**config.mk**
```make
export PLATFORM = sky130hd
export DESIGN_NAME = spi_fpu_cmd_ctrl_flat
export DESIGN_NICKNAME = d
export VERILOG_FILES = /design/src/rtl/spi_fpu_pkg.sv /design/src/rtl/spi_fpu_cmd_ctrl_if.sv /design/src/rtl/spi_fpu_byte_assembler.sv /design/src/rtl/spi_fpu_cmd_ctrl.sv /design/src/flat_wrapper.sv
export SDC_FILE = /design/constraint.sdc
export NUM_CORES = 1
export LEC_CHECK = 0
export ABC_CLOCK_PERIOD_IN_PS = 5800
export CORE_MARGIN = 1.5
export CORE_UTILIZATION = 45
export CTS_CLUSTER_DIAMETER = 60
export DETAILED_ROUTE_END_ITERATION = 7
export GPL_TIMING_DRIVEN = 0
export PLACE_DENSITY_LB_ADDON = 0.25
export SLEW_MARGIN = 20
export SYNTH_ARGS = -nofsm -noshare
export SYNTH_HDL_FRONTEND = slang
export SYNTH_SLANG_ARGS = --single-unit
```
**constraint.sdc**
```tcl
create_clock -name clk_i -period 5.8 [get_ports clk_i]
set_clock_uncertainty 0.1 [all_clocks]
set_input_delay 1.45 -clock clk_i [delete_from_list [all_inputs] [get_ports clk_i]]
set_output_delay 1.45 -clock clk_i [all_outputs]
set_load 0.05 [all_outputs]
```
**src/rtl/spi_fpu_pkg.sv**
```systemverilog
// Shared types, opcode constants and opcode classification for the SPI-to-FPU command path.
package spi_fpu_pkg;

    typedef enum logic [2:0] {
        ST_IDLE,
        ST_OPCODE,
        ST_LOAD_A,
        ST_LOAD_B,
        ST_START,
        ST_WAIT,
        ST_SEND,
        ST_ERROR
    } state_e;

    localparam logic [7:0] OP_ADD  = 8'd0;
    localparam logic [7:0] OP_SUB  = 8'd1;
    localparam logic [7:0] OP_MUL  = 8'd2;
    localparam logic [7:0] OP_DIV  = 8'd3;
    localparam logic [7:0] OP_SQRT = 8'd4;
    localparam logic [7:0] OP_NEG  = 8'd5;

    localparam logic [7:0] STATUS_READY = 8'h80;
    localparam logic [7:0] STATUS_ERR   = 8'hEE;

    // Opcodes arrive zero-extended to a byte so the helpers are independent of OP_W.
    function automatic logic is_unary(input logic [7:0] op);
        return (op == OP_SQRT) || (op == OP_NEG);
    endfunction

    function automatic logic is_valid(input logic [7:0] op);
        return op <= OP_NEG;
    endfunction

endpackage

```
**src/rtl/spi_fpu_cmd_ctrl_if.sv**
```systemverilog
// Byte-shifter and FPU-side signals of the command sequencer, grouped for port connection.
interface spi_fpu_cmd_ctrl_if #(
    parameter int unsigned WIDTH = 32,
    parameter int unsigned OP_W  = 4
);
    logic             cs_active;
    logic             rx_valid;
    logic [7:0]       rx_byte;
    logic             tx_ack;
    logic [7:0]       tx_byte;
    logic             fpu_start;
    logic             fpu_abort;
    logic [OP_W-1:0]  fpu_op;
    logic [WIDTH-1:0] fpu_a;
    logic [WIDTH-1:0] fpu_b;
    logic             fpu_done;
    logic [WIDTH-1:0] fpu_result;
    logic [4:0]       fpu_flags;
    logic             busy;

    modport master (
        output cs_active, rx_valid, rx_byte, tx_ack, fpu_done, fpu_result, fpu_flags,
        input  tx_byte, fpu_start, fpu_abort, fpu_op, fpu_a, fpu_b, busy
    );

    modport slave (
        input  cs_active, rx_valid, rx_byte, tx_ack, fpu_done, fpu_result, fpu_flags,
        output tx_byte, fpu_start, fpu_abort, fpu_op, fpu_a, fpu_b, busy
    );
endinterface

```
**src/rtl/spi_fpu_byte_assembler.sv**
```systemverilog
// Shift-in register that assembles a WIDTH-bit operand from bytes, MSB first.
module spi_fpu_byte_assembler #(
    parameter int unsigned WIDTH = 32
) (
    input  logic             clk_i,
    input  logic             rst_i,
    input  logic             clr_i,
    input  logic             shift_i,
    input  logic [7:0]       byte_i,
    output logic [WIDTH-1:0] data_o,
    output logic             last_c_o
);
    localparam int unsigned NBYTES = WIDTH / 8;
    localparam int unsigned CNT_W  = $clog2(NBYTES + 1);

    logic [WIDTH-1:0] data_q, data_d;
    logic [CNT_W-1:0] cnt_q, cnt_d;
    logic             full_q, full_d;

    always_comb begin
        data_d = data_q;
        cnt_d  = cnt_q;
        full_d = full_q;
        if (clr_i) begin
            data_d = '0;
            cnt_d  = '0;
            full_d = 1'b0;
        end else if (shift_i && !full_q) begin
            data_d = (data_q << 8) | WIDTH'(byte_i);
            cnt_d  = cnt_q + CNT_W'(1);
            full_d = (cnt_q == CNT_W'(NBYTES - 1));
        end
    end

    always_ff @(posedge clk_i or posedge rst_i) begin
        if (rst_i) begin
            data_q <= '0;
            cnt_q  <= '0;
            full_q <= 1'b0;
        end else begin
            data_q <= data_d;
            cnt_q  <= cnt_d;
            full_q <= full_d;
        end
    end

    // High while the next accepted byte completes the operand.
    assign last_c_o = !full_q && (cnt_q == CNT_W'(NBYTES - 1));
    assign data_o   = data_q;

endmodule

```
**src/rtl/spi_fpu_cmd_ctrl.sv**
```systemverilog
// Per-frame command sequencer: opcode decode, operand load, FPU handshake and result streaming.
module spi_fpu_cmd_ctrl
    import spi_fpu_pkg::*;
#(
    parameter int unsigned WIDTH = 32,
    parameter int unsigned OP_W  = 4
) (
    input  logic             clk_i,
    input  logic             rst_i,
    spi_fpu_cmd_ctrl_if.slave bus_if
);
    localparam int unsigned NBYTES = WIDTH / 8;
    localparam int unsigned CNT_W  = $clog2(NBYTES + 1);

    state_e           state_q, state_d;
    logic [7:0]       tx_q, tx_d;
    logic             start_q, start_d;
    logic             abort_q, abort_d;
    logic             busy_q, busy_d;
    logic             unary_q, unary_d;
    logic [OP_W-1:0]  op_q, op_d;
    logic [WIDTH-1:0] res_q, res_d;
    logic [CNT_W-1:0] cnt_q, cnt_d;

    logic [OP_W-1:0]  rx_op_c;
    logic             asm_clr_c, a_shift_c, b_shift_c, a_last_c, b_last_c;
    logic [WIDTH-1:0] a_data, b_data;

    assign rx_op_c   = bus_if.rx_byte[OP_W-1:0];
    assign asm_clr_c = (state_q == ST_IDLE);
    assign a_shift_c = bus_if.cs_active && bus_if.rx_valid && (state_q == ST_LOAD_A);
    assign b_shift_c = bus_if.cs_active && bus_if.rx_valid && (state_q == ST_LOAD_B);

    spi_fpu_byte_assembler #(.WIDTH(WIDTH)) u_asm_a (
        .clk_i    (clk_i),
        .rst_i    (rst_i),
        .clr_i    (asm_clr_c),
        .shift_i  (a_shift_c),
        .byte_i   (bus_if.rx_byte),
        .data_o   (a_data),
        .last_c_o (a_last_c)
    );

    spi_fpu_byte_assembler #(.WIDTH(WIDTH)) u_asm_b (
        .clk_i    (clk_i),
        .rst_i    (rst_i),
        .clr_i    (asm_clr_c),
        .shift_i  (b_shift_c),
        .byte_i   (bus_if.rx_byte),
        .data_o   (b_data),
        .last_c_o (b_last_c)
    );

    always_comb begin
        state_d = state_q;
        tx_d    = tx_q;
        abort_d = 1'b0;
        op_d    = op_q;
        unary_d = unary_q;
        res_d   = res_q;
        cnt_d   = cnt_q;

        // Chip-select release overrides every other event in the same cycle.
        if ((state_q != ST_IDLE) && !bus_if.cs_active) begin
            state_d = ST_IDLE;
            tx_d    = 8'h00;
            cnt_d   = '0;
            abort_d = (state_q == ST_START) || (state_q == ST_WAIT);
        end else begin
            unique case (state_q)
                ST_IDLE: begin
                    tx_d  = 8'h00;
                    cnt_d = '0;
                    if (bus_if.cs_active) state_d = ST_OPCODE;
                end
                ST_OPCODE: begin
                    if (bus_if.rx_valid) begin
                        op_d = rx_op_c;
                        if (is_valid(8'(rx_op_c))) begin
                            unary_d = is_unary(8'(rx_op_c));
                            state_d = ST_LOAD_A;
                        end else begin
                            tx_d    = STATUS_ERR;
                            state_d = ST_ERROR;
                        end
                    end
                end
                ST_LOAD_A: begin
                    if (bus_if.rx_valid && a_last_c) state_d = unary_q ? ST_START : ST_LOAD_B;
                end
                ST_LOAD_B: begin
                    if (bus_if.rx_valid && b_last_c) state_d = ST_START;
                end
                ST_START: state_d = ST_WAIT;
                ST_WAIT: begin
                    tx_d = 8'h00;
                    if (bus_if.fpu_done) begin
                        res_d   = bus_if.fpu_result;
                        tx_d    = STATUS_READY | {3'b000, bus_if.fpu_flags};
                        cnt_d   = '0;
                        state_d = ST_SEND;
                    end
                end
                ST_SEND: begin
                    // Result shifts out MSB first; once drained the counter saturates and 00 is sent.
                    if (bus_if.tx_ack) begin
                        if (cnt_q < CNT_W'(NBYTES)) begin
                            tx_d  = res_q[WIDTH-1 -: 8];
                            res_d = res_q << 8;
                            cnt_d = cnt_q + CNT_W'(1);
                        end else begin
                            tx_d = 8'h00;
                        end
                    end
                end
                ST_ERROR: tx_d = STATUS_ERR;
                default: begin
                    state_d = ST_IDLE;
                    tx_d    = 8'h00;
                end
            endcase
        end

        start_d = (state_d == ST_START) && (state_q != ST_START);
        busy_d  = (state_d != ST_IDLE);
    end

    always_ff @(posedge clk_i or posedge rst_i) begin
        if (rst_i) begin
            state_q <= ST_IDLE;
            tx_q    <= 8'h00;
            start_q <= 1'b0;
            abort_q <= 1'b0;
            busy_q  <= 1'b0;
            unary_q <= 1'b0;
            op_q    <= '0;
            res_q   <= '0;
            cnt_q   <= '0;
        end else begin
            state_q <= state_d;
            tx_q    <= tx_d;
            start_q <= start_d;
            abort_q <= abort_d;
            busy_q  <= busy_d;
            unary_q <= unary_d;
            op_q    <= op_d;
            res_q   <= res_d;
            cnt_q   <= cnt_d;
        end
    end

    assign bus_if.tx_byte   = tx_q;
    assign bus_if.fpu_start = start_q;
    assign bus_if.fpu_abort = abort_q;
    assign bus_if.fpu_op    = op_q;
    assign bus_if.fpu_a     = a_data;
    assign bus_if.fpu_b     = b_data;
    assign bus_if.busy      = busy_q;

endmodule

```
**src/flat_wrapper.sv**
```systemverilog
// flat-port wrapper written by rule: the top's interface ports become plain ports
module spi_fpu_cmd_ctrl_flat import spi_fpu_pkg::*;
#(
    parameter int unsigned WIDTH = 32,
    parameter int unsigned OP_W  = 4
)
  (clk_i, rst_i, bus_if_cs_active, bus_if_rx_valid, bus_if_rx_byte, bus_if_tx_ack, bus_if_fpu_done, bus_if_fpu_result, bus_if_fpu_flags, bus_if_tx_byte, bus_if_fpu_start, bus_if_fpu_abort, bus_if_fpu_op, bus_if_fpu_a, bus_if_fpu_b, bus_if_busy);
  spi_fpu_cmd_ctrl_if #(.WIDTH(WIDTH), .OP_W(OP_W)) bus_if_i ();
  input  logic clk_i;
  input  logic rst_i;
  input wire logic [$bits(bus_if_i.cs_active)-1:0] bus_if_cs_active;
  input wire logic [$bits(bus_if_i.rx_valid)-1:0] bus_if_rx_valid;
  input wire logic [$bits(bus_if_i.rx_byte)-1:0] bus_if_rx_byte;
  input wire logic [$bits(bus_if_i.tx_ack)-1:0] bus_if_tx_ack;
  input wire logic [$bits(bus_if_i.fpu_done)-1:0] bus_if_fpu_done;
  input wire logic [$bits(bus_if_i.fpu_result)-1:0] bus_if_fpu_result;
  input wire logic [$bits(bus_if_i.fpu_flags)-1:0] bus_if_fpu_flags;
  output wire logic [$bits(bus_if_i.tx_byte)-1:0] bus_if_tx_byte;
  output wire logic [$bits(bus_if_i.fpu_start)-1:0] bus_if_fpu_start;
  output wire logic [$bits(bus_if_i.fpu_abort)-1:0] bus_if_fpu_abort;
  output wire logic [$bits(bus_if_i.fpu_op)-1:0] bus_if_fpu_op;
  output wire logic [$bits(bus_if_i.fpu_a)-1:0] bus_if_fpu_a;
  output wire logic [$bits(bus_if_i.fpu_b)-1:0] bus_if_fpu_b;
  output wire logic [$bits(bus_if_i.busy)-1:0] bus_if_busy;
  assign bus_if_i.cs_active = bus_if_cs_active;
  assign bus_if_i.rx_valid = bus_if_rx_valid;
  assign bus_if_i.rx_byte = bus_if_rx_byte;
  assign bus_if_i.tx_ack = bus_if_tx_ack;
  assign bus_if_i.fpu_done = bus_if_fpu_done;
  assign bus_if_i.fpu_result = bus_if_fpu_result;
  assign bus_if_i.fpu_flags = bus_if_fpu_flags;
  assign bus_if_tx_byte = bus_if_i.tx_byte;
  assign bus_if_fpu_start = bus_if_i.fpu_start;
  assign bus_if_fpu_abort = bus_if_i.fpu_abort;
  assign bus_if_fpu_op = bus_if_i.fpu_op;
  assign bus_if_fpu_a = bus_if_i.fpu_a;
  assign bus_if_fpu_b = bus_if_i.fpu_b;
  assign bus_if_busy = bus_if_i.busy;
  spi_fpu_cmd_ctrl #(.WIDTH(WIDTH), .OP_W(OP_W)) u_core (.clk_i(clk_i), .rst_i(rst_i), .bus_if(bus_if_i));
endmodule
```
==> results of run 1 <==
==> flip-flops by register name, indices dropped and copies added, names as in the netlist, 3 cells and up <==
register	cells
u_core.u_asm_a.cnt_q	3
u_core.cnt_q	3
u_core.u_asm_b.data_o	32
u_core.bus_if.tx_byte	8
u_core.res_q	32
u_core.u_asm_b.cnt_q	3
u_core.bus_if.fpu_op	4
u_core.u_asm_a.data_o	32
u_core.state_q	3
==> layout make-up <==
class | count | area, um2 | area share
Sequential cell | 126 | 3153 | 0.4133
Multi-Input combinational cell | 426 | 2160 | 0.2831
Timing Repair Buffer | 129 | 1309 | 0.1716
Clock buffer | 24 | 491.7 | 0.06446
Buffer | 41 | 185.2 | 0.02427
Tap cell | 147 | 183.9 | 0.02411
Clock inverter | 7 | 85.08 | 0.01115
Inverter | 15 | 61.31 | 0.008037
==> power breakdown <==
| group | internal [mW] | switching (mW) |
|---|---|---|
| clock network | 0.671 | 0.359 |
| registers | 1.05 | 0.0916 |
| logic | 0.305 | 0.626 |
==> cells by family (layout without fill, tap and decap cells) <==
logic type,after synthesis,in the layout,synth area share
simple gates,255,255,0.1940
compound gates,146,146,0.1467
flops,126,126,0.5677
buf+inv,56,216,0.04348
mux,20,20,0.03694
fa+ha+maj,5,5,0.01126
==> worst max-delay path by stage <==
stage | end | slack, ns
floorplan | u_core.bus_if.busy$_DFF_PP0_ | 0.89
global placement | u_core.u_asm_a.data_o[16]$_DFFE_PP0P_ | -0.74
detailed placement | u_core.u_asm_a.data_o[8]$_DFFE_PP0P_ | 2.04
CTS | u_core.u_asm_a.data_o[0]$_DFFE_PP0P_ | 2.42
global route | u_core.bus_if.tx_byte[6]$_DFFE_PP0P_ | 2.22
finish | u_core.u_asm_a.data_o[0]$_DFFE_PP0P_ | 2.42
==> cells in the mapped netlist (all sizes together) (2+ instances only) <==
master and n:
nand2 157, ha 5, mux2i 16, a21oi 97
nand2b 3, o21ai 27, mux2 4, a22oi 2
nor2b 4, a21o 2, nor3 7, inv 15
a221oi 2, or3 2, buf 24, nand4b 2
dfrtp 126, nor2 47, a211oi 2, a22o 2
a31oi 3, clkbuf 17, nand3 28
==> critical path, delay by kind of cell <==
kind | cells | cell delay, ns
and+or+nand+nor | 4 | 0.79
buffers and inverters | 3 | 1.21
AOI/OAI and AO/OA | 1 | 0.16
==> per-stage QoR <==
stage                     utilization  hold WS [ns]
after floorplan                     -        0.3543
after global placement         0.5844        0.3638
after CTS                      0.6351        0.3873
after detailed placement       0.5871        0.3735
after global routing           0.6351        0.4009
final                          0.6351        0.3979
==> routing by layer <==
layer	wire length (um)	part of all wire	global-route usage	up-vias
li1	-	-	-	2350
met1	6373	0.44	0.3108	2387
met2	7189	0.49	0.3876	158
met3	824	0.057	0.04923	14
met4	161	0.011	0.08167	0
met5	0	0	0	-
==> results.yml, run 1 <==
global_route:
  first_global_vias: 4773
  antenna_found_initial: 0
  grtUsageTotal: 0.2352
  grt_pass1_wl_um: 23650
  overflow: 0
  grt_max_degree: 67
timing:
  fmax_mhz: 295.6
  period_needed_ns: 3.383
  relSlewSlack: 0.3599
  finalHoldViolCount: 0
  setup_viol: 0
  tightest_slew_ns: 0.9601
  setup_tns_ns: 0
  setup_ws_ns: 2.417
  period_share: 0.5832
  slew_viol_final: 0
  rsz0062_at_grt: "false"
route:
  wl_per_cell_um: 15.90
  first_iter_violations: 385
  postRouteAntennaNets: 0
  drc: 0
  wl_um: 14550
  firstDrtPassIters: 5
  viasPerCell: 5.365
  vias: 4909
finish:
  final_common_cell: "nand2_1"
  n_fill_cell: 1008
  antennaDiodeCount: 0
  final_cell_area_um2: 7629
  syn_to_final_growth_pct: 37.35
  layout.nets: 812
  drive_gt1_frac: 0.07813
  finalNonFillerCells: 915
  final_cell_mix: "nand2_1, clkdlybuf4s50_1, dfrtp_1"
die:
  ios: 130
  row_count: 40
  die_y_um: 114.1
  core_area_um2: 12010
  die_area_um2: 13020
  die_w_um: 114.1
  initial_core_util: 0.4624
place:
  port-buffer-count: 128
  dp.cells: 884
  gp_congestion: 0.8697
  postPlaceCellArea_um2: 7052
  dp_hpwl_um: 10290
  post-place-ws_ns: 2.042
critical_path:
  critical_path_class: "in2reg"
  cpMostUsedCell: "nand2_1"
  crit_slowest_cell: "clkdlybuf4s50_1"
  crit_start: "bus_if_rx_valid"
  crit_chain: "clkdlybuf4s50_1 -> and3b_1 -> buf_2 -> nand2_1 -> nor3_2 -> clkbuf_1 -> nand2_1 -> a21oi_1"
  r2r_end: "u_core.res_q[5]$_DFFE_PP0P_"
  reg2reg_depth: 6
  worst_ep_arrival_time_ns: 3.61
  r2r_slack_ns: 3.44
  crit_path_start_kind: "input pin"
  r2r_start: "u_core.state_q[1]$_DFF_PP0_"
  crit_path_end_kind: "flip-flop"
  critPathMaxFanout: 10
  critical_path_required_ns: 6.03
  slowest_delay_ns: 0.62
logic_synthesis:
  syn_area_um2: 5554
  synthFlopType: "dfrtp_1"
  synth_nets: 664
  synth_warnings: 0
  yosysTopAreaCell: "dfrtp_1"
  synth-seq-cells: 126
  synth_edf_count: 0
  synthDominantCellAreaShare: 0.5677
  synth_cell_types: 44
  yosysSeqAreaShare: 0.5677
  synth_area_leaders: "dfrtp_1, nand2_1, a21oi_1"
  synthArstFlopShare: 1.000
  syn_inst: 608
  avgSynthCellArea_um2: 9.135
cts:
  cts_setup_buffers: 0
  cts_tree: "yes"
  htree_levels: 4
  ctsHoldBuffers: 0
  cts_buffer_depth: 2
  insertion_delay_ns: 0.41
  cts-root-buf: "clkbuf_16"
  cts_resized: 0
  clkSlewWorstSetupHoldPaths_ns: 0.06
  clock-sinks: 126
  cts_inserted_buffers: 17
min_path:
  hp-class: "reg2reg"
  whs_endpoint: "u_core.u_asm_a.cnt_q[0]$_DFFE_PP0P_"
  worstHoldStart: "u_core.u_asm_a.cnt_q[0]$_DFFE_PP0P_"
  hold_path_depth: 1
pwr:
  power_mw: 3.100
  p_per_area_nw_per_um2: 406.3
  p_leak_nw: 3.408
  ir_drop_mv: 0.2230
status:
  outcome: "complete, no violations"
job:
  max-cap-violations: 0
Power figures use the tool's default switching activity.
==> run 2: changes to the inputs <==
- ABC_CLOCK_PERIOD_IN_PS: 5800 -> 3400
- clock period: 5.8 -> 3.4 ns (I/O delays scaled with it)
==> run 2 against run 1 <==
Utilization is 0.71 points higher; final area is 1.1% higher; non-clock buffer count increased by 3.
==> results.yml, run 2 (synthesis gave the netlist of run 1 again) <==
finish:
  final_common_cell: "nand2_1"
  n_fill_cell: 1006
  antennaDiodeCount: 0
  syn_to_final_growth_pct: 38.88
  layout.nets: 815
  final_cell_mix: "nand2_1, clkdlybuf4s50_1, dfrtp_1"
  drive_gt1_frac: 0.08171
  final_cell_area_um2: 7714
die:
  ios: 130
  die_w_um: 114.1
  die_y_um: 114.1
  die_area_um2: 13020
  row_count: 40
  initial_core_util: 0.4624
  core_area_um2: 12010
timing:
  finalHoldViolCount: 0
  setup_viol: 0
  fmax_mhz: 358.1
  rsz0062_at_grt: "false"
  period_share: 0.8213
  slew_viol_final: 0
  setup_tns_ns: 0
  tightest_slew_ns: 0.9660
  period_needed_ns: 2.792
  relSlewSlack: 0.3560
critical_path:
  critical_path_class: "in2reg"
  r2r_slack_ns: 1.05
  reg2reg_depth: 7
  critical_path_required_ns: 3.63
  slowest_delay_ns: 0.63
  r2r_end: "u_core.res_q[27]$_DFFE_PP0P_"
  worst_ep_arrival_time_ns: 3.03
  cpMostUsedCell: "nand2_1"
  crit_slowest_cell: "clkdlybuf4s50_1"
  cp_top_family: "buffers and inverters"
  critPathBufInv: 3
  crit_path_start_kind: "input pin"
  r2r_start: "u_core.state_q[1]$_DFF_PP0_"
  critPathMaxFanout: 10
  crit_path_end_kind: "flip-flop"
  crit_chain: "clkdlybuf4s50_1 -> and3b_1 -> buf_2 -> nand2_1 -> nor3_2 -> clkbuf_1 -> nand2_1 -> a21oi_1"
pwr:
  p_leak_nw: 3.442
  ir_drop_mv: 0.4221
  p_per_area_nw_per_um2: 701.3
global_route:
  grtUsageTotal: 0.2395
  antenna_found_initial: 0
  grt_pass1_wl_um: 24040
  first_global_vias: 4968
  grt_max_degree: 36
  overflow: 0
status:
  outcome: "complete, no violations"
place:
  gp_congestion: 0.8676
  dp_hpwl_um: 10510
  postPlaceCellArea_um2: 7103
  port-buffer-count: 128
cts:
  cts_resized: 0
  htree_levels: 4
  clkSlewWorstSetupHoldPaths_ns: 0.05
  cts_tree: "yes"
  insertion_delay_ns: 0.42
  cts-root-buf: "clkbuf_16"
  cts_setup_buffers: 0
  cts_inserted_buffers: 17
  cts_buffer_depth: 2
  ctsHoldBuffers: 0
  clock-sinks: 126
route:
  wl_per_cell_um: 16.06
  drc: 0
  viasPerCell: 5.442
  first_iter_violations: 385
  firstDrtPassIters: 6
  postRouteAntennaNets: 0
  vias: 4996
  wl_um: 14740
min_path:
  hold_path_depth: 2
  hp-class: "reg2reg"
  worstHoldStart: "u_core.bus_if.fpu_op[0]$_DFFE_PP0P_"
  whs_endpoint: "u_core.bus_if.fpu_op[0]$_DFFE_PP0P_"
job:
  max-cap-violations: 0
[run 2: report_power, final]
| group | internal (mW) | switching (mW) | total (mW) |
|---|---|---|---|
| logic | 0.526 | 1.08 | 1.60 |
| clock network | 1.24 | 0.620 | 1.86 |
| registers | 1.79 | 0.156 | 1.94 |
| total | 3.55 | 1.85 | 5.41 |
[run 2: worst max-delay path by stage]
stage / from / end / slack (ns) / cells past startpoint
2_1_floorplan: rst_i / u_core.bus_if.busy$_DFF_PP0_ / 0.90 / 1
3_3_place_gp: rst_i / u_core.u_asm_a.data_o[28]$_DFFE_PP0P_ / -0.20 / 2
3_5_place_dp: bus_if_rx_valid / u_core.u_asm_a.data_o[1]$_DFFE_PP0P_ / 0.20 / 8
4_1_cts: bus_if_rx_valid / u_core.u_asm_a.data_o[1]$_DFFE_PP0P_ / 0.63 / 8
5_1_grt: bus_if_rx_valid / u_core.u_asm_a.data_o[0]$_DFFE_PP0P_ / 0.44 / 8
6_report: bus_if_rx_valid / u_core.u_asm_a.data_o[1]$_DFFE_PP0P_ / 0.61 / 8
[run 2: worst reg2reg max path: stages, from the launching register on]
cell      delay, ns
dfrtp_1        0.35
buf_2          0.19
nor3_4         0.44
nor2_1         0.20
a211oi_4       0.47
buf_2          0.31
nor2_1         0.06
a21oi_1        0.15
[run 2: final cells by class]
type                            count  area [um2]  area share
Inverter                           15       60.06    0.007786
Sequential cell                   126        3153      0.4088
Multi-Input combinational cell    426        2160      0.2800
Clock buffer                       25       505.5     0.06553
Clock inverter                      6       105.1     0.01363
Tap cell                          147       183.9     0.02384
Timing Repair Buffer              132        1361      0.1765
Buffer                             41       185.2     0.02401
[run 2: per-layer routing]
layer,global-route usage,vias to the layer above,share of wire
met1,0.3045,2399,0.42
li1,-,2350,-
met3,0.06035,46,0.064
met2,0.3908,201,0.49
met4,0.1033,0,0.027
met5,0,-,0
[run 2: stage by stage]
step | setup slack [ns] | util | cells | hold WS [ns] | total power, mW
after detailed placement | 0.2021 | 0.5914 | 887 | 0.3706 | 3.546
final | 0.6076 | 0.6422 | 918 | 0.3865 | 5.409
after global placement | -0.2008 | 0.5847 | 883 | 0.3648 | 3.485
after global routing | 0.4447 | 0.6422 | 918 | 0.4100 | 5.684
after CTS | 0.6279 | 0.6422 | 918 | 0.3835 | 5.419
after floorplan | 0.8967 | - | 608 | 0.3543 | 3.027
==> run 3: changes to the inputs <==
- ABC_CLOCK_PERIOD_IN_PS: 3400 -> 2900
- clock period: 3.4 -> 2.9 ns (I/O delays scaled with it)
==> results of run 3 <==
The final DEF is identical to that of run 2. Status: complete, no violations.
Among the figures that moved: setup slack after placement 0.2021 ns -> -0.1729 ns; setup slack after layout 0.6076 ns -> 0.2326 ns; register-to-register setup slack 1.05 ns -> 0.55 ns; total power 5.409 mW -> 6.342 mW; worst IR drop on VDD 0.4221 mV -> 0.4949 mV
